<file path="config.mk">
export PLATFORM = sky130hd
export DESIGN_NAME = fetch_unit
export DESIGN_NICKNAME = d
export VERILOG_FILES = /design/src/rtl/fetch_pkg.sv /design/src/rtl/fetch_buf.sv /design/src/rtl/fetch_unit.sv
export SDC_FILE = /design/constraint.sdc
export NUM_CORES = 1
export LEC_CHECK = 0
export CAP_MARGIN = 15
export CORE_UTILIZATION = 40
export CTS_CLUSTER_DIAMETER = 100
export CTS_CLUSTER_SIZE = 25
export DETAILED_ROUTE_END_ITERATION = 8
export PLACE_DENSITY = 0.67
export SETUP_SLACK_MARGIN = 0.02
export SKIP_CTS_REPAIR_TIMING = 1
export SLEW_MARGIN = 10
export SYNTH_ARGS = -nofsm -noshare
export SYNTH_HDL_FRONTEND = slang
export SYNTH_SLANG_ARGS = --single-unit
</file>
<file path="constraint.sdc">
create_clock -name clk -period 9.68 [get_ports clk]
set_input_delay 2.904 -clock clk [delete_from_list [all_inputs] [get_ports clk]]
set_output_delay 2.904 -clock clk [all_outputs]
set_load 0.05 [all_outputs]
</file>
<file path="src/rtl/fetch_pkg.sv">
// Shared types and constants for the instruction fetch stage.
// Used by fetch_buf and fetch_unit.
package fetch_pkg;

    localparam logic [31:0] NOP_INST = 32'h0000_0013;

    localparam int OPCODE_LSB = 2;
    localparam int FUNC3_LSB  = 12;
    localparam int FUNC7_LSB  = 25;

    typedef enum logic [1:0] {
        IDLE  = 2'd0,
        RUN   = 2'd1,
        FLUSH = 2'd2
    } fetch_state_e;

    typedef struct packed {
        logic [31:0] pc;
        logic [31:0] inst;
    } fetch_entry_t;

endpackage

</file>
<file path="src/rtl/fetch_buf.sv">
// Small FIFO of fetched {pc, inst} entries. The head is read straight from storage.
// Clear has priority over push and pop; push and pop in the same cycle are legal.
module fetch_buf
    import fetch_pkg::*;
#(
    parameter int BUF_DEPTH = 2,
    localparam int PTR_W = $clog2(BUF_DEPTH)
) (
    input  logic               clk,
    input  logic               rst,
    input  logic               clear,
    input  logic               push,
    input  fetch_entry_t       push_data,
    input  logic               pop,
    output fetch_entry_t       head,
    output logic [PTR_W:0]     count,
    output logic               full,
    output logic               empty
);

    fetch_entry_t     mem [BUF_DEPTH];
    logic [PTR_W-1:0] rd_ptr;
    logic [PTR_W-1:0] wr_ptr;
    logic             do_push;
    logic             do_pop;

    assign empty   = (count == '0);
    assign full    = (count == (PTR_W+1)'(BUF_DEPTH));
    assign do_pop  = pop && !empty;
    assign do_push = push && (!full || do_pop);
    assign head    = mem[rd_ptr];

    always_ff @(posedge clk) begin
        if (rst || clear) begin
            rd_ptr <= '0;
            wr_ptr <= '0;
            count  <= '0;
        end else begin
            if (do_push) wr_ptr <= wr_ptr + PTR_W'(1);
            if (do_pop)  rd_ptr <= rd_ptr + PTR_W'(1);
            case ({do_push, do_pop})
                2'b10:   count <= count + (PTR_W+1)'(1);
                2'b01:   count <= count - (PTR_W+1)'(1);
                default: count <= count;
            endcase
        end
    end

    // Storage carries no reset; pointers and count alone define validity.
    always_ff @(posedge clk) begin
        if (do_push && !clear && !rst) mem[wr_ptr] <= push_data;
    end

endmodule

</file>
<file path="src/rtl/fetch_unit.sv">
// Instruction fetch stage: PC, imem requests, instruction buffer and field split for ctrl.
// Optional FETCH_MISALIGN_CHK_EN adds a sticky misalign flag that halts fetch on a bad redirect.
module fetch_unit
    import fetch_pkg::*;
#(
    parameter int             XLEN      = 32,
    parameter logic [XLEN-1:0] PC_RESET = '0,
    parameter int             BUF_DEPTH = 2
) (
    input  logic            clk,
    input  logic            rst,
    output logic            imem_req,
    output logic [XLEN-1:0] imem_addr,
    input  logic [31:0]     imem_rdata,
    input  logic            stall,
    input  logic            redirect,
    input  logic [XLEN-1:0] redirect_pc,
    output logic            inst_valid,
    output logic [31:0]     inst,
    output logic [XLEN-1:0] inst_pc,
    output logic [4:0]      opcode,
    output logic [2:0]      func3,
    output logic [6:0]      func7
`ifdef FETCH_MISALIGN_CHK_EN
    ,
    output logic            misalign
`endif
);

    localparam int PTR_W = $clog2(BUF_DEPTH);

    fetch_state_e     state;
    logic [XLEN-1:0]  fetch_pc;
    logic [XLEN-1:0]  req_pc;
    logic             inflight;
    logic             halted;
    logic             push;
    logic             pop;
    logic             clear;
    fetch_entry_t     push_data;
    fetch_entry_t     head;
    logic [PTR_W:0]   buf_count;
    logic             buf_full;
    logic             buf_empty;
    logic [PTR_W+1:0] occ;
    logic             unused_sink;

    fetch_buf #(.BUF_DEPTH(BUF_DEPTH)) u_buf (
        .clk       (clk),
        .rst       (rst),
        .clear     (clear),
        .push      (push),
        .push_data (push_data),
        .pop       (pop),
        .head      (head),
        .count     (buf_count),
        .full      (buf_full),
        .empty     (buf_empty)
    );

`ifdef FETCH_MISALIGN_CHK_EN
    assign halted = misalign;
`else
    assign halted = 1'b0;
`endif

    assign unused_sink = buf_full ^ (^redirect_pc[1:0]);

    assign inst_valid = !buf_empty;
    assign pop        = inst_valid && !stall && !redirect;
    assign clear      = redirect && (state != IDLE);
    // A response arriving during FLUSH belongs to the old stream and is dropped.
    assign push       = inflight && (state == RUN);
    assign push_data  = '{pc: 32'(req_pc), inst: imem_rdata};
    assign occ        = {1'b0, buf_count} + (PTR_W+2)'(inflight);

    always_comb begin
        imem_req = 1'b0;
        if (state != IDLE) begin
            if (occ < (PTR_W+2)'(BUF_DEPTH))
                imem_req = 1'b1;
            else if (occ == (PTR_W+2)'(BUF_DEPTH) && pop)
                imem_req = 1'b1;
        end
    end

    assign imem_addr = fetch_pc;
    assign inst      = inst_valid ? head.inst : NOP_INST;
    assign inst_pc   = inst_valid ? XLEN'(head.pc) : PC_RESET;
    assign opcode    = inst[OPCODE_LSB +: 5];
    assign func3     = inst[FUNC3_LSB +: 3];
    assign func7     = inst[FUNC7_LSB +: 7];

    always_ff @(posedge clk) begin
        if (rst) begin
            state    <= IDLE;
            fetch_pc <= PC_RESET;
            inflight <= 1'b0;
`ifdef FETCH_MISALIGN_CHK_EN
            misalign <= 1'b0;
`endif
        end else begin
            inflight <= imem_req;
            case (state)
                IDLE: begin
                    if (!halted) state <= RUN;
                end
                default: begin
                    if (redirect) begin
`ifdef FETCH_MISALIGN_CHK_EN
                        if (redirect_pc[1:0] != 2'b00) begin
                            misalign <= 1'b1;
                            state    <= IDLE;
                        end else begin
                            fetch_pc <= {redirect_pc[XLEN-1:2], 2'b00};
                            state    <= FLUSH;
                        end
`else
                        fetch_pc <= {redirect_pc[XLEN-1:2], 2'b00};
                        state    <= FLUSH;
`endif
                    end else begin
                        if (imem_req) fetch_pc <= fetch_pc + XLEN'(4);
                        state <= RUN;
                    end
                end
            endcase
        end
    end

    // Address of the outstanding request, paired with its data on return.
    always_ff @(posedge clk) begin
        if (imem_req) req_pc <= fetch_pc;
    end

endmodule

</file>
==> Word-level counts from Yosys, hierarchy flattened <==
Memory sizes are Yosys's and may differ from the RTL's. A register that Yosys moved wholly into a read port is not among the register bits.
Cells that the tools add are included.
{ "op_classes": {"add_sub_neg": 6, "multipliers": 0, "div_mod_pow": 0, "n_lt_le_gt_ge": 1, "eq_ne": 5, "shift": 0, "n_mux": 14, "n_bitwise": 1, "n_reduce_logical": 24} }
{ "ops": {"columns": ["op", "n"], "rows": [
  ["$mux W32", 4],
  ["$add A32 B3 Y32 const B", 1],
  ["$logic_and A1 B1 Y1", 9],
  ["$mux W1", 8],
  ["$logic_not A1 Y1", 6],
  ["$reduce_bool A2 Y1", 3],
  ["$eq A2 B1 Y1 const B", 2],
  ["$eq A2 B2 Y1 const B", 2],
  ["$logic_not A2 Y1", 2],
  ["$pmux W2 S2", 1],
  ["$add A2 B1 Y3", 1],
  ["$eq A3 B2 Y1 const B", 1],
  ["$lt A3 B2 Y1 const B", 1],
  ["$add A1 B1 Y1 const B", 2],
  ["$add A2 B1 Y2 const B", 1],
  ["$logic_or A1 B1 Y1", 2],
  ["$mux W2", 1],
  ["$reduce_and A2 Y1", 1],
  ["$reduce_or A2 Y1", 1],
  ["$sub A2 B1 Y2 const B", 1],
  ["$not A1 Y1", 1]
]} }
{ "word_totals": {"regBits": 71, "latch_bits": 0, "ram_bits": 128, "rom_bits": 0, "input_bits": 68, "output_inout_bits": 113, "elab_cells": 60, "memories": 1} }
{ "mem_list": {"columns": ["name", "depth", "word_bits", "rd", "rd_clocked_by_memory_dff", "wr", "line", "rtl"], "rows": [
  ["u_buf.mem", 2, 64, 1, 1, 1, "fetch_buf.sv:21", "fetch_entry_t mem [BUF_DEPTH];"]
]} }

==> Longest topological paths before layout <==
Gate-level depths: netlist (run 1).
{ "logic_depth": {"depth_word": 11, "ltp_mapped": 9} }

==> Hierarchy <==
From an unflattened synthesis (run 1), not the netlist that was laid out.
{ "unflattened": {"cells_unflattened": 636, "area_unflattened_um2": 8546.9} }
{ "by_module_without_submodules": {"columns": ["module", "instances", "cells_each", "area_each_um2", "seq_area_each_um2"], "rows": [
  ["fetch_buf", 1, 228, 4902.2, 3943.8],
  ["fetch_unit", 1, 408, 3644.7, 1561.5]
]} }

==> Worst setup path before layout (run 1) <==
OpenSTA, ideal clock, no wires.
{ "synth_timing": {"path_type": "input to register", "from": "input port redirect", "to": "memory u_buf.mem[0][0] in the netlist's numbering, enable pin", "t_arrival_ps": 7732, "t_required_ps": 9122, "slack_ps": 1390, "cell_stages": 5, "path_buffers": 2, "cell_sequence": "clkbuf_1 > o21ai_0 > nand2b_1 > clkbuf_1 > nor3_1"} }
{ "synth_via": {"elab_chain_cells": 9, "word_cells_on_any_way": 11, "classes_between": "2 x mux; 9 x reduce/logical"} }
{ "synth_lines": {"columns": ["item", "line", "rtl"], "rows": [
  ["start, declared", "fetch_unit.sv:16", "input logic redirect,"],
  ["$logic_not A1 Y1", "fetch_unit.sv:70", "assign pop = inst_valid && !stall && !redirect;"],
  ["$logic_and A1 B1 Y1", "fetch_unit.sv:70", null],
  ["$logic_and A1 B1 Y1", "fetch_buf.sv:29", "assign do_pop = pop && !empty;"],
  ["$logic_or A1 B1 Y1", "fetch_buf.sv:30", "assign do_push = push && (!full || do_pop);"],
  ["$logic_and A1 B1 Y1", "fetch_buf.sv:30", null],
  ["$logic_and A1 B1 Y1 (*) (2 in a row)", "fetch_buf.sv:51", "if (do_push && !clear && !rst) mem[wr_ptr] <= push_data;"],
  ["$mux W1 (*)", "fetch_buf.sv:51", null],
  ["$mux W1 (not written as such) (*)", "fetch_buf.sv:51", null],
  ["end, declared", "fetch_buf.sv:21", null]
]} }
Mark *: on every way between the ends. The rest lies on a longest branch, timed or not.

==> Worst setup path in the final report (run 1) <==
{ "layout_timing": {"from": "input port redirect", "to": "output port imem_req"} }
{ "layout_via": {"elab_chain_cells": 6} }
{ "layout_lines": {"columns": ["item", "line", "rtl"], "rows": [
  ["$logic_not A1 Y1", "fetch_unit.sv:70", null],
  ["$logic_and A1 B1 Y1", "fetch_unit.sv:70", null],
  ["$logic_and A1 B1 Y1", "fetch_unit.sv:82", "else if (occ == (PTR_W+2)'(BUF_DEPTH) && pop)"],
  ["$mux W1", "fetch_unit.sv:82", null],
  ["$mux W1", "fetch_unit.sv:80", "if (occ < (PTR_W+2)'(BUF_DEPTH))"],
  ["$mux W1", "fetch_unit.sv:79", "if (state != IDLE) begin"],
  ["end, declared", "fetch_unit.sv:12", "output logic imem_req,"]
]} }
No other way between the ends.

==> metrics.md, run 1 <==
| Metric | Value |
|---|---|
| First-pass GRT wire length | 28300 µm |
| Max IR drop VDD | 0.122 mV |
| Global Route met2 Usage | 29.8% |
| Post-Route Skew | 0.00888 ns |
| Psw | a little under 500 µW |
| CTS tree | yes |
| Vias in the first global route | 5503 |
| R2r endpoint | imem_addr[6] |
| Crit share post-route | 80.6% |
| Worst r2r src | u_buf.count[0] |
| Synth Flop Type | edfxtp_1 |
| CTS buffer count | 17 |
| FF+latch area | 5390 µm² |
| Post-Place Setup Slack | between 1.5 and 2 ns |
| Die area | 20900 µm² |
| Flop2flop setup slack | 6.69 ns |
| Max cap viols | 0 |
| Total global-route track usage | 17.9% |
| Worst skew pair latency | 0.42 ns |
| Yosys warnings | 0 |
| Filler instances | 1700 |
| Worst r2r path cells | 10 |
| Final std cells w/o fill | 1062 |
| Post-DP HPWL | around 12000 µm |
| Number of synthesized flops with an enable pin | 154 |
| Ports | 181 |
| Worst setup EP type | output port |
| Dpl cells | a little over 1000 |
| Hold Crit Class | reg2reg |
| Part of the Yosys area used for sequential elements | 66.3% |
| Drt via density | ~5.3 |
| I/O Buffers | 174 |
| Ratio of cells with drive above 1 in the final layout | 7.53% |
| Final setup vio count | 0 |
| Worst hold slack | about 0.45 ns |
| Synth async-reset ratio | 0% |
| Syn avg cell area | 12.8 µm² |
| Die X | 144 µm |
| Antenna diodes | 0 |
| Highest clock rate | ~0.13 GHz |
| Drt total wl | 18500 µm |
| Pwr dens | ~180 nW/µm² |
| Element type at the critical path start | input pin |
| Cell internal pwr | 1.37 mW |
| Initial DRC count | 380 |
| CP max FO | 54 |
| Critical path endpoint | imem_req |
| Clock sinks | 192 |
| First-pass DRT Iterations | 6 |
| Worst-path clk slew | approximately 0.07 ns |
| Met3 Resource Use GR | 4.54% |
| Max Slew Vio Count | 0 |
| Critical path class | in2out |
| Synthesized area | ~8100 µm² |
| Outcome | completed |
| Die Height | 144 µm |
| Area occupied by multi-input gates | 2430 µm² |
| H-tree Lvls | 4 |
| Fin nets | ~860 |
| Worst Setup SP | redirect |
| Row cnt | 51 |
| Final Worst Setup Slack | approximately 1.9 ns |
| CP arrival | 4.90 ns |
| M1 GR Usage | 22.2% |
| Rel. slew slack | 26.7% |
| Static leakage | 3.38 nW |
| Area Overhead vs Synth | 30.3% |
| Post-route ant nets | 0 |
| GP Congestion | a little over 0.8 |
| Critical Path RT | a little under 7 ns |
| Starting Density | 41.3% |
| Combinational Power Share | 12.1% |
| Core area | 19700 µm² |
| RSZ-0062 raised after global routing | false |
| Synth unique cells | slightly below 60 |
| Largest net degree at the start of global routing | 63 |
| CTS root buf | clkbuf_16 |
| Wirelength per Cell | 17.4 µm |
| GRT Residual Overflow | 0 |
| Core Util, Final | 53.8% |
| DR DRC count | 0 |
| Switching share of power | 26.2% |
| Initial antenna violation count | 0 |
| Setup TNS | 0 ns |
| Top Usage Layer GRT | met2 |
| Clock period minus worst slack | 7.80 ns |
| Post-synthesis register bit count | 192 |
| Flop pwr share | 51.6% |
| Longest Clk Path Bufs | 2 |
| Final hold violation count | 0 |
| Via count | 5579 |
| Synthesized instance count | 632 |
| Clock Power Share | 36.3% |
| Least-Margin Pin Slew | around 1.1 ns |
[power by group through the flow]
stage	Combinational (mW)	Sequential, mW	Clock [mW]
floorplan	0.110	0.998	0
global placement	0.220	0.974	0
detailed placement	0.225	0.977	0
CTS	0.226	0.959	0.693
global route	0.237	0.963	0.727
finish	0.225	0.959	0.676
[cell families (layout without fill, tap and decap cells)]
| kind of cell | Yosys count | in the layout | share of synthesized area [%] |
|---|---|---|---|
| and+or+nand+nor | 206 | 206 | 12.6 |
| DFF | 192 | 192 | 66.3 |
| AOI/OAI and AO/OA | 96 | 96 | 7.54 |
| muxes | 66 | 66 | 8.20 |
| buffers and inverters | 62 | 224 | 4.05 |
| adders and majority gates | 5 | 5 | 0.771 |
| xor gates and xnor gates | 4 | 4 | 0.432 |
| other | 1 | 4 | 0.0462 |
[cells in the mapped netlist (3+ instances only)]
cell type,instances,area (µm²)
nor3_1,13,65.1
nor4_1,4,25.0
a31oi_1,4,25.0
o31ai_1,5,37.5
a211oi_1,12,90.1
buf_1,4,15.0
xnor2_1,3,26.3
edfxtp_1,154,4620
nand2_1,33,124
a21o_1,4,30.0
nor2_1,90,338
inv_1,10,37.5
nand4_1,12,75.1
or3_1,5,31.3
dfxtp_1,38,761
mux2i_1,65,651
or2_2,5,31.3
nand3_1,17,85.1
o21ai_0,29,145
and4_1,5,43.8
clkbuf_1,22,82.6
ha_1,5,62.6
a22oi_1,4,30.0
nor2b_1,4,25.0
buf_4,20,150
nand2b_1,3,18.8
a21oi_1,21,105
[how the worst min path moves through the flow]
stage,from,to,slack (ns),cells after the start
2_1_floorplan,req_pc[2],u_buf.mem[0][34],0.42,0
3_3_place_gp,req_pc[9],u_buf.mem[0][41],0.42,0
3_5_place_dp,req_pc[8],u_buf.mem[0][40],0.43,0
4_1_cts,req_pc[22],u_buf.mem[0][54],0.45,0
5_1_grt,req_pc[8],u_buf.mem[0][40],0.46,0
6_report,req_pc[8],u_buf.mem[0][40],0.45,0
[layer usage]
| metal | vias up | part of all wire [%] |
|---|---|---|
| li1 | 2634 | - |
| met3 | 25 | 6.9 |
| met5 | - | 0 |
| met4 | 0 | 1.4 |
| met2 | 229 | 49 |
| met1 | 2691 | 43 |
[final cells by class]
class	instances	area share, %
flip-flops and latches	192	51.0
multi-input cells	381	23.0
repair buffers	181	17.1
clock buffers	18	4.06
well taps	265	3.14
clock inverters	14	1.40
inverters	11	0.390
[worst max-delay path, stage by stage]
cell and delay (ns):
clkdlybuf4s50_1 0.47, buf_4 0.46, nor2_1 0.18, a31oi_2 0.38, or2_2 0.21, inv_1 0.11
buf_12 0.17
[cells in the final DEF (no fill, tap or decap), types with 3 or more instances in the layout]
cell type	synthesis	final
clkdlybuf4s50_1	0	173
edfxtp_1	154	154
nor2_1	90	89
mux2i_1	65	65
dfxtp_1	38	37
nand2_1	33	33
o21ai_0	29	29
a21oi_1	21	21
nand3_1	17	17
clkbuf_16	0	17
a211oi_1	12	12
nand4_1	12	12
nor3_1	13	11
inv_1	10	10
buf_4	20	7
o31ai_1	5	5
or2_2	5	5
and4_1	5	5
or3_1	5	5
ha_1	5	5
clkinv_4	0	5
a22oi_1	4	4
nor4_1	4	4
a21o_1	4	4
a31oi_1	4	4
nor2b_1	4	4
conb_1	1	4
inv_6	0	4
nand2b_1	3	3
xnor2_1	3	3
inv_8	0	3
[through the flow]
stage               area, µm²  power [mW]
floorplan                8130        1.11
global placement        10000        1.19
detailed placement      10000        1.20
CTS                     10600        1.88
global route            10600        1.93
finish                  10600        1.86
[flip-flops by register name, summed over array words and instances (netlist names), named ones only]
signal        flops
u_buf.count       2
state             2
u_buf.wr_ptr      1
req_pc           30
imem_addr        30
u_buf.rd_ptr      1
inflight          1
u_buf.mem       124
Power figures use the tool's default switching activity.
==> run 2: changes to the inputs <==
==> constraint.sdc (replaced) <==
create_clock -name clk -period 7.3 [get_ports clk]
set_input_delay 2.19 -clock clk [delete_from_list [all_inputs] [get_ports clk]]
set_output_delay 2.19 -clock clk [all_outputs]
set_load 0.05 [all_outputs]
==> run 2 against run 1 <==
Clock skew increased by 0.0033 ns. Final area about the same. Worst setup slack got worse by 0.57 ns. Largest cell class unchanged. Wire length decreased by 0.63%.
==> metrics.md, run 2 (same netlist as run 1, synthesis figures left out) <==
| Metric | Value |
|---|---|
| Outcome | completed |
| GP Congestion | 0.866 |
| Worst-path clk slew | around 0.07 ns |
| Max Slew Vio Count | 0 |
| I/O Buffers | 174 |
| Wirelength per Cell | 17.3 µm |
| Crit share post-route | 82.1% |
| Drt total wl | 18300 µm |
| Core Util, Final | ~54% |
| Crit path max-delay family | buffers and inverters |
| Final setup vio count | 0 |
| Die X | 144 µm |
| Ratio of cells with drive above 1 in the final layout | under 10% |
| Clock sinks | 192 |
| Placed instance area | 10000 µm² |
| Initial antenna violation count | 0 |
| Element type at the critical path start | input pin |
| GRT Residual Overflow | 0 |
| Ports | 181 |
| Worst skew pair latency | 0.43 ns |
| Longest Clk Path Bufs | 2 |
| CP Cell Sequence | clkdlybuf4s50_1 > nor2_1 > a31oi_2 > or2_2 > inv_1 > buf_12 |
| Most common cell after layout, fill and taps aside | clkdlybuf4s50_1 |
| Worst hold slack | around 0.45 ns |
| Worst path slowest cell | clkdlybuf4s50_1 |
| First-pass GRT wire length | 28500 µm |
| Fin nets | 857 |
| Finished Cell Area | 10600 µm² |
| CTS buffer count | 17 |
| Final hold violation count | 0 |
| Critical path class | in2out |
| Least-Margin Pin Slew | approximately 1.1 ns |
| Starting Density | 41.3% |
| Static leakage | roughly 3.4 nW |
| Post-route ant nets | 0 |
| Pwr dens | 233 nW/µm² |
| Via count | 5554 |
| Critical Path RT | 5.11 ns |
| Core area | 19700 µm² |
| Total global-route track usage | 18.0% |
| CTS root buf | clkbuf_16 |
| Setup TNS | 0 ns |
| Area Overhead vs Synth | 30.3% |
| DR DRC count | 0 |
| Drt via density | about 5.2 |
| Reg with most FFs | u_buf.mem |
| H-tree Lvls | 4 |
| First-pass DRT Iterations | 5 |
| CTS tree | yes |
| Initial DRC count | 374 |
| Rel. slew slack | 26.2% |
| Most frequent cells in the layout | clkdlybuf4s50_1, edfxtp_1, nor2_1 |
| Max cap viols | 0 |
| Largest net degree at the start of global routing | 63 |
| Post-Route Skew | ~0.012 ns |
| CP max FO | 5 |
| Die Height | 144 µm |
| Max IR drop VDD | 0.163 mV |
| Antenna diodes | 0 |
| CP Buf/Inv Count | 3 |
| Worst setup EP type | output port |
| Highest clock rate | between 0.15 and 0.2 GHz |
| Row cnt | just over 50 |
| RSZ-0062 raised after global routing | false |
| Clock period minus worst slack | roughly 6 ns |
| CP arrival | ~3.8 ns |
| Max stage delay on crit path | ~0.47 ns |
| Post-DP HPWL | 12200 µm |
| Hold Crit Class | reg2reg |
| Vias in the first global route | ~5600 |
| Die area | between 20000 and 25000 µm² |
| Max FFs per register | 124 |
==> run 2: changes by cell type in the layout (fill, tap and decap cells not counted) <==
cell        before  now
clkinvlp_4       0    2
clkinv_4         5    3
buf_6            0    1
buf_4            7    6
==> run 2: where the power goes <==
group	leakage (nW)	internal [mW]	total (mW)	switching, mW
combinational	1.36	0.109	0.298	0.189
clock	0.278	0.483	0.898	0.415
sequential	1.74	1.23	1.27	0.0434
total	3.38	1.82	2.47	0.648
==> run 2: final timing paths <==
path | start | to | slack [ns] | cells past startpoint
max | stall | imem_req | 1.31 | 6
min | req_pc[22] | u_buf.mem[0][54] | 0.45 | 0
min reg2reg | req_pc[22] | u_buf.mem[0][54] | 0.45 | 0
max reg2reg | u_buf.count[0] | imem_addr[6] | 4.27 | 10
==> run 2: metal layers <==
metal	part of all wire (%)	up-vias	track usage (%)
met5	0	-	0
li1	-	2634	-
met1	41	2660	22.2
met2	49	233	30.9
met3	7.4	27	3.54
met4	1.9	0	7.31
==> run 2: cell type report <==
type | count | area [µm²]
Tap cell | 265 | 332
Multi-Input combinational cell | 381 | 2430
Clock inverter | 14 | 145
Timing Repair Buffer | 181 | 1810
Sequential cell | 192 | 5390
Inverter | 11 | 41.3
Fill cell | 1706 | 9080
Clock buffer | 18 | 429
==> run 2: through the flow <==
| step | power, mW | setup slack, ns | std cells |
|---|---|---|---|
| 2_1_floorplan | 1.47 | -0.276 | 635 |
| 3_3_place_gp | 1.58 | 1.35 | 1029 |
| 4_1_cts | 2.49 | 1.31 | 1062 |
| 6_report | 2.47 | 1.31 | 1062 |
| 3_5_place_dp | 1.59 | 1.31 | 1030 |
| 5_1_grt | 2.56 | 1.21 | 1062 |
==> run 3: changes to the inputs <==
--- a/config.mk
+++ b/config.mk
@@ -10,7 +10,7 @@
 export CTS_CLUSTER_DIAMETER = 100
 export CTS_CLUSTER_SIZE = 25
 export DETAILED_ROUTE_END_ITERATION = 8
-export PLACE_DENSITY = 0.67
+export PLACE_DENSITY = 0.69
 export SETUP_SLACK_MARGIN = 0.02
 export SKIP_CTS_REPAIR_TIMING = 1
 export SLEW_MARGIN = 10
==> constraint.sdc (replaced) <==
create_clock -name clk -period 5.4 [get_ports clk]
set_input_delay 1.62 -clock clk [delete_from_list [all_inputs] [get_ports clk]]
set_output_delay 1.62 -clock clk [all_outputs]
set_load 0.05 [all_outputs]
==> run 3 against run 2 <==
Worst setup slack lost 0.73 ns. Wire length decreased by 1.1%. Non-clock buffer count up 3. Via count increased by 0.43%. Core utilization grew 0.34 points. Flip-flop and latch count stayed put. Combinational power increased by 35%. First-iteration DRC count up 6.7%. Clock skew is 0.0014 ns lower. Global-route usage is 0.16 points lower. Critical endpoint unchanged.
==> metrics.md, run 3 (same netlist as run 1, synthesis figures left out) <==
| Metric | Value |
|---|---|
| Die X | 144 µm |
| Fin nets | 860 |
| Largest net degree at the start of global routing | 60 |
| Post-route ant nets | 0 |
| Flop pwr share | 50.4% |
| Row cnt | 51 |
| Final setup vio count | 0 |
| Pwr dens | 320 nW/µm² |
| Final hold violation count | 0 |
| Clock sinks | 192 |
| Reg with most FFs | u_buf.mem |
| Wirelength per Cell | 17.0 µm |
| Static leakage | approximately 3.4 nW |
| Least-Margin Pin Slew | 1.02 ns |
| Element type at the critical path start | input pin |
| Most common cell after layout, fill and taps aside | clkdlybuf4s50_1 |
| Starting Density | roughly two fifths |
| Critical path class | in2out |
| Tot Pwr | 3.40 mW |
| Max cap viols | 0 |
| Worst-path clk slew | 0.07 ns |
| GP Congestion | 0.844 |
| Drt total wl | 18100 µm |
| Dpl cells | 1033 |
| Critical Path RT | 3.78 ns |
| Worst skew pair latency | 0.43 ns |
| Antenna diodes | 0 |
| Most frequent cells in the layout | clkdlybuf4s50_1, edfxtp_1, nor2_1 |
| Via count | 5578 |
| Longest Clk Path Bufs | 2 |
| Core area | 19700 µm² |
| CP max FO | 5 |
| Highest clock rate | 0.207 GHz |
| Worst setup EP type | output port |
| RSZ-0062 raised after global routing | false |
| Post-Route Skew | 0.0107 ns |
| Initial DRC count | 399 |
| H-tree Lvls | 4 |
| Die Height | roughly 140 µm |
| Switching share of power | around a quarter |
| Rel. slew slack | 31.8% |
| Max FFs per register | 124 |
| Vias in the first global route | 5387 |
| Initial antenna violation count | 0 |
| First-pass GRT wire length | between 20000 and 30000 µm |
| I/O Buffers | between 150 and 200 |
| Ratio of cells with drive above 1 in the final layout | 7.88% |
| Outcome | completed |
| Drt via density | between 5 and 6 |
| First-pass DRT Iterations | 5 |
| Max Slew Vio Count | 0 |
| Post-Place Setup Slack | 0.601 ns |
| CP arrival | around 3.2 ns |
| Worst hold slack | 0.446 ns |
| Cell internal pwr | approximately 2.5 mW |
| CTS buffer count | 17 |
| Clock Power Share | 37.7% |
| Hold Crit Class | reg2reg |
| DR DRC count | 0 |
| CTS root buf | clkbuf_16 |
| GRT Residual Overflow | 0 |
| Ports | 181 |
| Area Overhead vs Synth | 31.1% |
| Clock period minus worst slack | 4.82 ns |
| Die area | 20900 µm² |
| Psw | 859 µW |
| Total global-route track usage | between 15 and 20% |
| Combinational Power Share | 11.8% |
| Final Worst Setup Slack | ~0.58 ns |
| Final std cells w/o fill | 1065 |
| Max IR drop VDD | 0.209 mV |
| Crit share post-route | 89.3% |
| CTS tree | yes |
| Setup TNS | 0 ns |
| Post-DP HPWL | 12300 µm |
[run 3: cell types whose count changed in the layout (fill, tap and decap cells not counted), sizes merged]
cell,delta
buf,+3
bufinv,+2
clkinv,-3
clkinvlp,+4
inv,-3
[run 3: final timing paths]
| kind | startpoint | to | slack [ns] | depth (start not counted) |
|---|---|---|---|---|
| worst max-delay path | stall | imem_req | 0.58 | 6 |
| worst min-delay path | req_pc[24] | u_buf.mem[0][56] | 0.45 | 0 |
| worst max register to register | u_buf.count[0] | imem_addr[6] | 2.35 | 10 |
| worst min register to register | req_pc[24] | u_buf.mem[0][56] | 0.45 | 0 |
[run 3: final cells by class]
type                    instances  area, µm²
inverters                      11       41.3
fillers                      1682       9010
clock inverters                14        181
flip-flops and latches        192       5390
clock buffers                  18        429
repair buffers                184       1840
multi-input cells             381       2430
well taps                     265        332
[run 3: routing by layer]
metal | GRT usage (%) | up-vias | wire length (µm) | share of wire [%]
met1 | 22.2 | 2687 | 7690 | 42
met5 | 0 | - | 0 | 0
met3 | 3.58 | 29 | 1160 | 6.4
li1 | - | 2649 | - | -
met4 | 7.76 | 0 | 419 | 2.3
met2 | 30.2 | 213 | 8870 | 49
[run 3: worst max-delay path, stage by stage]
cell and delay, ns:
clkdlybuf4s50_1 0.48, nor2_1 0.26, a31oi_2 0.20, or2_2 0.33, inv_1 0.15, buf_12 0.16
[run 3: metrics by stage]
step | cell area (µm²) | utilization (%)
floorplan | 8130 | -
global placement | 10000 | 51.1
detailed placement | 10000 | 51.1
CTS | 10600 | 54.2
global route | 10600 | 54.2
finish | 10600 | 54.2
[run 3: power by group through the flow]
stage	Combinational (mW)	Sequential [mW]	Clock, mW
2_1_floorplan	0.198	1.79	0
4_1_cts	0.405	1.72	1.31
5_1_grt	0.427	1.72	1.37
3_5_place_dp	0.404	1.75	0
6_report	0.403	1.72	1.28
3_3_place_gp	0.397	1.74	0
